### src/rtl/u_xmit_arb.sv
// u_xmit_arb: round-robin arbiter that feeds single bytes from NUM_REQ
// requesters into one UART transmitter. A byte is accepted into a hold
// register, launched with a one-cycle xmitH strobe, and the FSM then follows
// the transmitter through busy and done. A sticky flag records when the
// transmitter fails to respond within TIMEOUT cycles.
module u_xmit_arb #(
   parameter int NUM_REQ = 4,
   parameter int ID_W    = 2,
   parameter int TIMEOUT = 255
) (
   input  logic                   sys_clk,
   input  logic                   sys_rst_l,
   input  logic [NUM_REQ-1:0]     req_validH,
   input  logic [8*NUM_REQ-1:0]   req_dataH,
   output logic [NUM_REQ-1:0]     req_readyH,
   output logic                   xmitH,
   output logic [7:0]             xmit_dataH,
   input  logic                   xmit_doneH,
   output logic [ID_W-1:0]        grant_idH,
   output logic                   busyH,
   output logic                   err_timeoutH,
   input  logic                   err_clrH
);

   typedef enum logic [1:0] {
      IDLE      = 2'd0,
      LAUNCH    = 2'd1,
      WAIT_BUSY = 2'd2,
      WAIT_DONE = 2'd3
   } state_t;

   state_t          state;
   logic [ID_W-1:0] ptr;        // index holding the highest priority
   logic [7:0]      cnt;        // cycles spent in the current wait state
   logic [ID_W-1:0] sel;        // round-robin winner
   logic [ID_W-1:0] rr_idx;
   logic            sel_found;
   logic            accept;
   logic [7:0]      cnt_inc;
   logic            cnt_hit;
   logic            timeout_set;

   // Round-robin scan starting at ptr; first valid requester wins.
   // NOTE: every variable written here gets a default first, otherwise
   // paths that skip the assignment infer a latch.
   always_comb begin
      sel       = '0;
      sel_found = 1'b0;
      rr_idx    = '0;
      for (int i = 0; i < NUM_REQ; i++) begin
         rr_idx = ID_W'((int'(ptr) + i) % NUM_REQ);
         if (!sel_found && req_validH[rr_idx]) begin
            sel_found = 1'b1;
            sel       = rr_idx;
         end
      end
   end

   assign accept = (state == IDLE) && xmit_doneH && sel_found;

   // Ready is the handshake for the current cycle; the byte is taken on the
   // closing edge. Gated by reset so it is low the instant reset asserts.
   assign req_readyH = (accept && sys_rst_l) ? (NUM_REQ'(1) << sel) : '0;

   // Wait-state counter saturates at 255; a hit means this cycle completes
   // TIMEOUT cycles in the wait state without the transmitter responding.
   assign cnt_inc     = (cnt == 8'hFF) ? cnt : cnt + 8'd1;
   assign cnt_hit     = (cnt_inc == 8'(TIMEOUT));
   assign timeout_set = cnt_hit &&
                        (((state == WAIT_BUSY) &&  xmit_doneH) ||
                         ((state == WAIT_DONE) && !xmit_doneH));

   // Strobe and status are pure decodes of the state register.
   assign xmitH = (state == LAUNCH);
   assign busyH = (state != IDLE);

   // Main FSM with hold register, grant index, pointer, counter and error flag.
   // NOTE: sequential state uses non-blocking assignments so every register
   // samples pre-edge values regardless of statement order.
   always_ff @(posedge sys_clk or negedge sys_rst_l) begin
      if (!sys_rst_l) begin
         state        <= IDLE;
         ptr          <= '0;
         cnt          <= '0;
         grant_idH    <= '0;
         xmit_dataH   <= 8'h00;
         err_timeoutH <= 1'b0;
      end else begin
         case (state)
            IDLE: begin
               cnt <= '0;
               if (accept) begin
                  xmit_dataH <= req_dataH[{sel, 3'b000} +: 8];
                  grant_idH  <= sel;
                  ptr        <= (sel == ID_W'(NUM_REQ - 1)) ? '0 : sel + ID_W'(1);
                  state      <= LAUNCH;
               end
            end
            LAUNCH: begin
               cnt   <= '0;
               state <= WAIT_BUSY;
            end
            WAIT_BUSY: begin
               if (!xmit_doneH) begin
                  cnt   <= '0;
                  state <= WAIT_DONE;
               end else if (cnt_hit) begin
                  cnt   <= '0;
                  state <= IDLE;
               end else begin
                  cnt <= cnt_inc;
               end
            end
            WAIT_DONE: begin
               if (xmit_doneH || cnt_hit) begin
                  cnt   <= '0;
                  state <= IDLE;
               end else begin
                  cnt <= cnt_inc;
               end
            end
            default: begin
               cnt   <= '0;
               state <= IDLE;
            end
         endcase

         // Timeout set takes precedence over a simultaneous clear.
         if (timeout_set)
            err_timeoutH <= 1'b1;
         else if (err_clrH)
            err_timeoutH <= 1'b0;
      end
   end

endmodule

### config.mk
export PLATFORM = sky130hd
export DESIGN_NAME = u_xmit_arb
export DESIGN_NICKNAME = d
export VERILOG_FILES = /design/src/rtl/u_xmit_arb.sv
export SDC_FILE = /design/constraint.sdc
export NUM_CORES = 1
export LEC_CHECK = 0
export ABC_AREA = 1
export BUFFER_PORTS_ARGS = -buffer_cell sky130_fd_sc_hd__clkbuf_2
export CORE_UTILIZATION = 50
export CTS_CLUSTER_DIAMETER = 120
export DETAILED_ROUTE_END_ITERATION = 12
export PLACE_DENSITY = 0.79
export SYNTH_ARGS = -nofsm -noshare
export SYNTH_HDL_FRONTEND = slang
export SYNTH_SLANG_ARGS = --single-unit
### constraint.sdc
create_clock -name sys_clk -period 2.02 [get_ports sys_clk]
set_input_delay 0.202 -clock sys_clk [delete_from_list [all_inputs] [get_ports sys_clk]]
set_output_delay 0.202 -clock sys_clk [all_outputs]
set_load 0.02 [all_outputs]
==> reports/qor.csv, run 1 <==
metric,value,unit
status,"finished, violations left",
failing checks,negative setup slack,
Starting DRT DRC Count,81,
DR vias,2016,
Tightest Pin Transition,348,ps
ratio of final minimum period to clock period,120,%
Global Route Usage Sum,24.4,%
Reg power frac,17.4,%
Max Slew Vio Count,0,
# DRC,0,
Sw Ratio,49.5,%
crit path launch type,flip-flop,
crit path kind,flip-flop to primary output,
share of layout cells above drive strength 1,44.0,%
worst flop-to-flop path endpoint,xmit_dataH[4]$_DFFE_PN0P_,
"Seq/Total Area, Yosys",32.2,%
Synth Cell Area,0.00179,mm^2
initial cell density of the core,52.7,%
ANT cells,0,
gpl congestion,0.921,
Leakage,0.00138,uW
Inserted Clock Buffers,3,
"Clk pin slew, worst setup/hold paths",140,ps
vias in the first global route,1644,
die area,0.00382,mm^2
Routed Antenna Nets,0,
grt ovf,0,
"area leader, netlist",dfrtp_1,
syn nets,314,
setup ws final,-412,ps
Core Box Area,0.00339,mm^2
# H-tree levels,1,
I/O Buffers,56,
Synth area leaders,"dfrtp_1, nand2_1, inv_1, nand3_1, nor2_1",
Fill cells,236,
Power Density,1630,mW/mm^2
post-synthesis cell type count,27,
most frequent cells after synthesis,"nand2_1, inv_1, nand3_1, dfrtp_1, nor2_1",
crit path max fanout,5,
Int Power,2160,uW
Reg2Reg Depth,13,
total clock sinks,23,
Die Y,61.8,um
Syn Inst Count,269,
Setup crit end kind,primary output,
max_slew headroom,76.5,%
CP arrival,2230,ps
total power,4290,uW
worst r2r src,ptr[0]$_DFFE_PN0P_,
Die Wd,61.8,um
Post-synth EDFFs,0,
post-synth top area share,32.2,%
Yosys reg bits,23,
crit path from,ptr[0]$_DFFE_PN0P_,
"Primary FF master, synth",dfrtp_1,
worst path required time,1820,ps
asr flop ratio synth,100,%
DR pass1 iterations,4,
CTS max path bufs,2,
cell row count,21,
clk root buf,clkbuf_4,
Hold Path Class,input port to flip-flop,
setup repair after global routing missed its margin,true,
Reg2Reg Setup Slack,-330,ps
first-pass GRT wire length,6.86,mm
io pins,57,
Clk pwr share,5.3,%
Switching Power,2120,uW
initial antenna violation count,0,
pin count of the biggest net entering global routing,30,
final hold slack,30.9,ps
dpl cell area,0.00220,mm^2
HPWL after DPL,3.20,mm
Logic pwr share,77.3,%
syn avg cell area,6.64,um^2
most frequent cell after synthesis,nand2_1,
layout overhead on the synthesized area,47.2,%
area of the multi-input gates,0.00119,mm^2
fmax,0.411,GHz
max-cap violations,0,
Storage cell area,578,um^2
WL/cell,12.5,um
clk_skew,4.57,ps
clock latency on the worst-skew pair,320,ps
cell area after layout,0.00263,mm^2
Worst Hold Depth,2,
DR vias/cell,4.95,
final core utilization,77.6,%
Layout Nets,407,
crit path to,req_readyH[3],
Final setup violation count,14,
Total Wirelength,5.09,mm
CTS tree,built,
final hold viol count,0,
maximum vdd drop,985,uV
Final Critical Period,2430,ps
Syn. warnings,0,
how the worst min path moves through the flow:
stage	slack (ps)	end	from
2_1_floorplan	-90	cnt[0]$_DFF_PN0_	sys_rst_l
3_3_place_gp	250	xmit_dataH[4]$_DFFE_PN0P_	sys_rst_l
3_5_place_dp	240	cnt[5]$_DFF_PN0_	sys_rst_l
4_1_cts	60	err_timeoutH$_DFFE_PN0P_	err_clrH
5_1_grt	30	err_timeoutH$_DFFE_PN0P_	err_clrH
6_report	30	err_timeoutH$_DFFE_PN0P_	err_clrH
worst max-delay path: stages, from the launching register on:
cell	delay (ps)
dfrtp_2	490
clkinvlp_4	160
nand2_2	110
nand3_2	120
nand2_4	120
nor2_1	50
nor2_1	150
nand2_2	110
nand2_4	120
inv_4	70
ha_4	160
inv_2	70
nor2_4	40
clkbuf_8	150
metrics by stage:
stage | setup TNS [ps] | worst slack [ps] | cells
finish | -3620 | -412 | 407
global route | -5270 | -455 | 407
CTS | -1330 | -294 | 400
detailed placement | -84.7 | -59.5 | 380
global placement | 0 | 48.6 | 380
floorplan | 0 | 35.8 | 269
power by group through the flow:
stage | combinational (uW) | clock [uW] | sequential [uW]
after floorplan | 1540 | 0 | 834
after global placement | 2250 | 0 | 732
after detailed placement | 2300 | 0 | 738
after CTS | 2890 | 224 | 738
after global routing | 3590 | 243 | 769
final | 3310 | 227 | 747
final cells by class:
type / count / share of cell area (%)
Tap cell: 46 / 2.19
Sequential cell: 23 / 22.0
Timing Repair Buffer: 91 / 22.5
Clock buffer: 3 / 0.856
Timing Repair inverter: 1 / 0.285
Inverter: 47 / 6.80
Clock inverter: 1 / 0.190
Multi-Input combinational cell: 195 / 45.1
flip-flops by register name, summed over array words and instances (netlist names):
signal	cells
err_timeoutH	1
xmit_dataH	8
state	2
grant_idH	2
ptr	2
cnt	8
timing repair:
item | in CTS | in global routing
pin swaps | 15 | 19
resized for setup | 34 | 35
setup buffers | 14 | 6
setup endpoints to repair | 6 | 24
hold buffers | 1 | 0
gates cloned | 1 | 1
hold endpoints to repair | 23 | 0
routing by layer:
layer  GRT usage, %  share of wire [%]  vias to the layer above
met2           47.0                 55                       54
met4           6.35                1.6                        0
met5              0                  0                        -
met1           28.6                 40                      940
li1               -                  -                     1012
met3           2.69                3.2                       10
cell usage in the layout (no fill, tap or decap), types with 8 or more instances in the layout:
master     n
nor2_1    13
nand2_1   62
clkbuf_2  52
inv_1     40
nand2_2   18
or2_0      9
nand3_1   31
buf_4     31
dfrtp_1   21
nor2_2     8
kinds of logic after synthesis:
family	Yosys count	synth area share [%]
AO/OA/AOI/OAI	14	4.27
XOR/XNOR	4	1.96
adder cells (fa/ha/maj)	5	3.50
buffers and inverters	52	12.3
flip-flops	23	32.2
AND/OR/NAND/NOR	171	45.7
No activity file was read; power rests on OpenSTA's default activity.
==> inputs of run 2 (changes only) <==
--- a/config.mk
+++ b/config.mk
@@ -7,10 +7,9 @@
 export LEC_CHECK = 0
 export ABC_AREA = 1
 export BUFFER_PORTS_ARGS = -buffer_cell sky130_fd_sc_hd__clkbuf_2
-export CORE_UTILIZATION = 50
+export CORE_UTILIZATION = 35
 export CTS_CLUSTER_DIAMETER = 120
 export DETAILED_ROUTE_END_ITERATION = 12
-export PLACE_DENSITY = 0.79
 export SYNTH_ARGS = -nofsm -noshare
 export SYNTH_HDL_FRONTEND = slang
 export SYNTH_SLANG_ARGS = --single-unit
==> run 2 against run 1 <==
The run still ends with negative setup slack left. Worst setup slack gained 220 ps. Combinational power down 6.0%. Hold slack better by 81 ps. Maximum frequency increased by 10%. Global-route usage shrank 7.5 points. Design area grew 0.19%. First-iteration DRC count shrank 47%. Utilization is 23 points lower. Clock skew is 1.0 ps lower. Sequential power up 2%. Register-to-register slack better by 200 ps. Non-clock buffer count is 13 lower. Critical endpoint is now req_readyH[0].
==> reports/qor.csv, run 2 (synthesized netlist as in run 1, its figures left out) <==
metric,value,unit,change
Reg2Reg Setup Slack,-130,ps,+200 ps
ratio of final minimum period to clock period,109,%,-11 points
CTS max path bufs,2,,unchanged
worst flop-to-flop path endpoint,xmit_dataH[4]$_DFFE_PN0P_,,
Total Wirelength,4.70,mm,-7.7%
clk_skew,3.54,ps,-1.04 ps
gpl congestion,0.810,,-12%
setup ws final,-192,ps,+220 ps
Final setup violation count,10,,-4
CP arrival,2010,ps,-220 ps
Final Critical Period,2210,ps,-220 ps
Core Box Area,0.00482,mm^2,+42%
Reg power frac,18.3,%,+0.9 points
Routed Antenna Nets,0,,unchanged
crit path launch type,flip-flop,,
DR vias,1856,,-7.9%
initial cell density of the core,37.1,%,-16 points
I/O Buffers,56,,unchanged
HPWL after DPL,3.43,mm,+7.2%
crit path max fanout,5,,unchanged
Reg2Reg Depth,13,,unchanged
clk root buf,clkbuf_8,,
"commonest non-fill, non-tap cell in the layout",nand2_1,,
Post-Layout Cell Count,415,,+2.0%
worst path required time,1820,ps,about the same
clock latency on the worst-skew pair,260,ps,-60 ps
Global Route Usage Sum,16.9,%,-7.5 points
crit path kind,flip-flop to primary output,,
fmax,0.452,GHz,+10%
Die Y,73.5,um,+19%
total power,4160,uW,-3.0%
pin count of the biggest net entering global routing,24,,-20%
Leakage,0.00137,uW,-1.3%
Logic pwr share,74.9,%,-2.4 points
max-cap violations,0,,unchanged
"commonest cells after routing, fill and taps aside","nand2_1, clkbuf_2, inv_1",,
io pins,57,,unchanged
crit path from,ptr[0]$_DFFE_PN0P_,,
cell row count,25,,+19%
Hold Path Class,input port to flip-flop,,
failing checks,negative setup slack,,
layout overhead on the synthesized area,47.5,%,
WL/cell,11.3,um,-9.5%
maximum vdd drop,672,uV,-32%
Post-Place Cells,400,,+5.3%
Switching Power,2030,uW,-4.2%
ANT cells,0,,unchanged
Inserted Clock Buffers,3,,unchanged
Starting DRT DRC Count,43,,-47%
crit path to,req_readyH[0],,
Tightest Pin Transition,357,ps,+8.75 ps
setup repair after global routing missed its margin,true,,
Die Wd,73.5,um,+19%
Fill cells,487,,+110%
die area,0.00539,mm^2,+41%
Crit-path slowest cell,dfrtp_2,,
DR pass1 iterations,4,,unchanged
DR vias/cell,4.47,,-9.7%
Sw Ratio,48.9,%,-0.61 points
max_slew headroom,76.0,%,-0.52 points
final hold viol count,0,,unchanged
Most common cell on crit path,inv_2,,
worst r2r src,ptr[0]$_DFFE_PN0P_,,
critical path cell sequence,"buf_6, nand2_4, nand3_2, nand2_2, inv_2, nand3b_1, inv_2, nor2_4, ha_2, inv_2, nor2_1, buf_4",,
status,"finished, violations left",,
Worst Hold Depth,2,,unchanged
Clk pwr share,6.8,%,+1.5 points
setup TNS,-1420,ps,+2210 ps
Setup crit end kind,primary output,,
Max Slew Vio Count,0,,unchanged
first-pass GRT wire length,6.91,mm,+0.80%
CTS tree,built,,
final hold slack,112,ps,+80.6 ps
Layout Nets,394,,-3.2%
vias in the first global route,1614,,-1.8%
total clock sinks,23,,unchanged
initial antenna violation count,0,,unchanged
grt ovf,0,,unchanged
# DRC,0,,unchanged
# H-tree levels,1,,unchanged
"Clk pin slew, worst setup/hold paths",80,ps,-60 ps
share of layout cells above drive strength 1,42.5,%,-1.5 points
Power Density,1580,mW/mm^2,-3.2%
Int Power,2120,uW,-1.9%
"slowest stage delay, CP",470,ps,-20 ps
top flop regs,"cnt x8, xmit_dataH x8",,
[run 2: cell types whose count changed in the layout (fill, tap and decap cells not counted), sizes merged]
| cell | previous run | this run |
|---|---|---|
| buf | 37 | 24 |
[run 2: layer usage]
metal | up-vias | track usage (%) | part of all wire [%]
li1 | 979 | - | -
met1 | 846 | 21.1 | 43
met2 | 26 | 29.5 | 53
met3 | 5 | 2.06 | 2.6
met4 | 0 | 7.05 | 1.7
met5 | - | 0 | 0
[run 2: worst min-delay path by stage]
stage / endpoint / slack, ps / startpoint
2_1_floorplan: cnt[0]$_DFF_PN0_ / -90 / sys_rst_l
3_3_place_gp: xmit_dataH[5]$_DFFE_PN0P_ / 280 / sys_rst_l
3_5_place_dp: xmit_dataH[0]$_DFFE_PN0P_ / 270 / sys_rst_l
4_1_cts: err_timeoutH$_DFFE_PN0P_ / 110 / err_clrH
5_1_grt: err_timeoutH$_DFFE_PN0P_ / 140 / err_clrH
6_report: err_timeoutH$_DFFE_PN0P_ / 110 / err_clrH
[run 2: timing repair]
item | in CTS | in global routing
setup buffers | 4 | 4
setup endpoints to repair | 4 | 22
gates resized for setup | 32 | 48
gates cloned | 1 | 2
pin swaps | 16 | 35
hold buffers | 1 | 0
hold endpoints to repair | 23 | 0
[run 2: metrics by stage]
step | area, um^2 | worst slack (ps) | util [%]
finish | 2640 | -192 | 54.7
CTS | 2410 | -198 | 49.9
global placement | 2200 | 26.7 | 45.8
floorplan | 1790 | 35.8 | -
detailed placement | 2200 | 10.0 | 45.8
global route | 2640 | -322 | 54.7
[run 2: final cells by class]
| cell class | instances | area, um^2 | area share (%) |
|---|---|---|---|
| clock buffer | 3 | 41.3 | 1.57 |
| clock inverter | 1 | 5.00 | 0.190 |
| inverter | 47 | 184 | 6.98 |
| multi-input combinational | 195 | 1230 | 46.8 |
| sequential | 23 | 578 | 21.9 |
| tap | 67 | 83.8 | 3.18 |
| timing repair buffer | 78 | 502 | 19.0 |
| timing repair inverter | 1 | 7.51 | 0.285 |
[run 2: power by group through the flow]
stage	combinational, uW	sequential (uW)	clock (uW)
after floorplan	1540	834	0
after global placement	2200	730	0
after detailed placement	2210	731	0
after CTS	2600	744	295
after global routing	3450	778	309
final	3110	759	282
[run 2: critical path, delay by kind of cell, from the launching register on]
kind | cells | cell delay, ps
fa+ha+maj | 1 | 190
buf+inv | 5 | 450
simple gates | 6 | 630
flops | 1 | 470
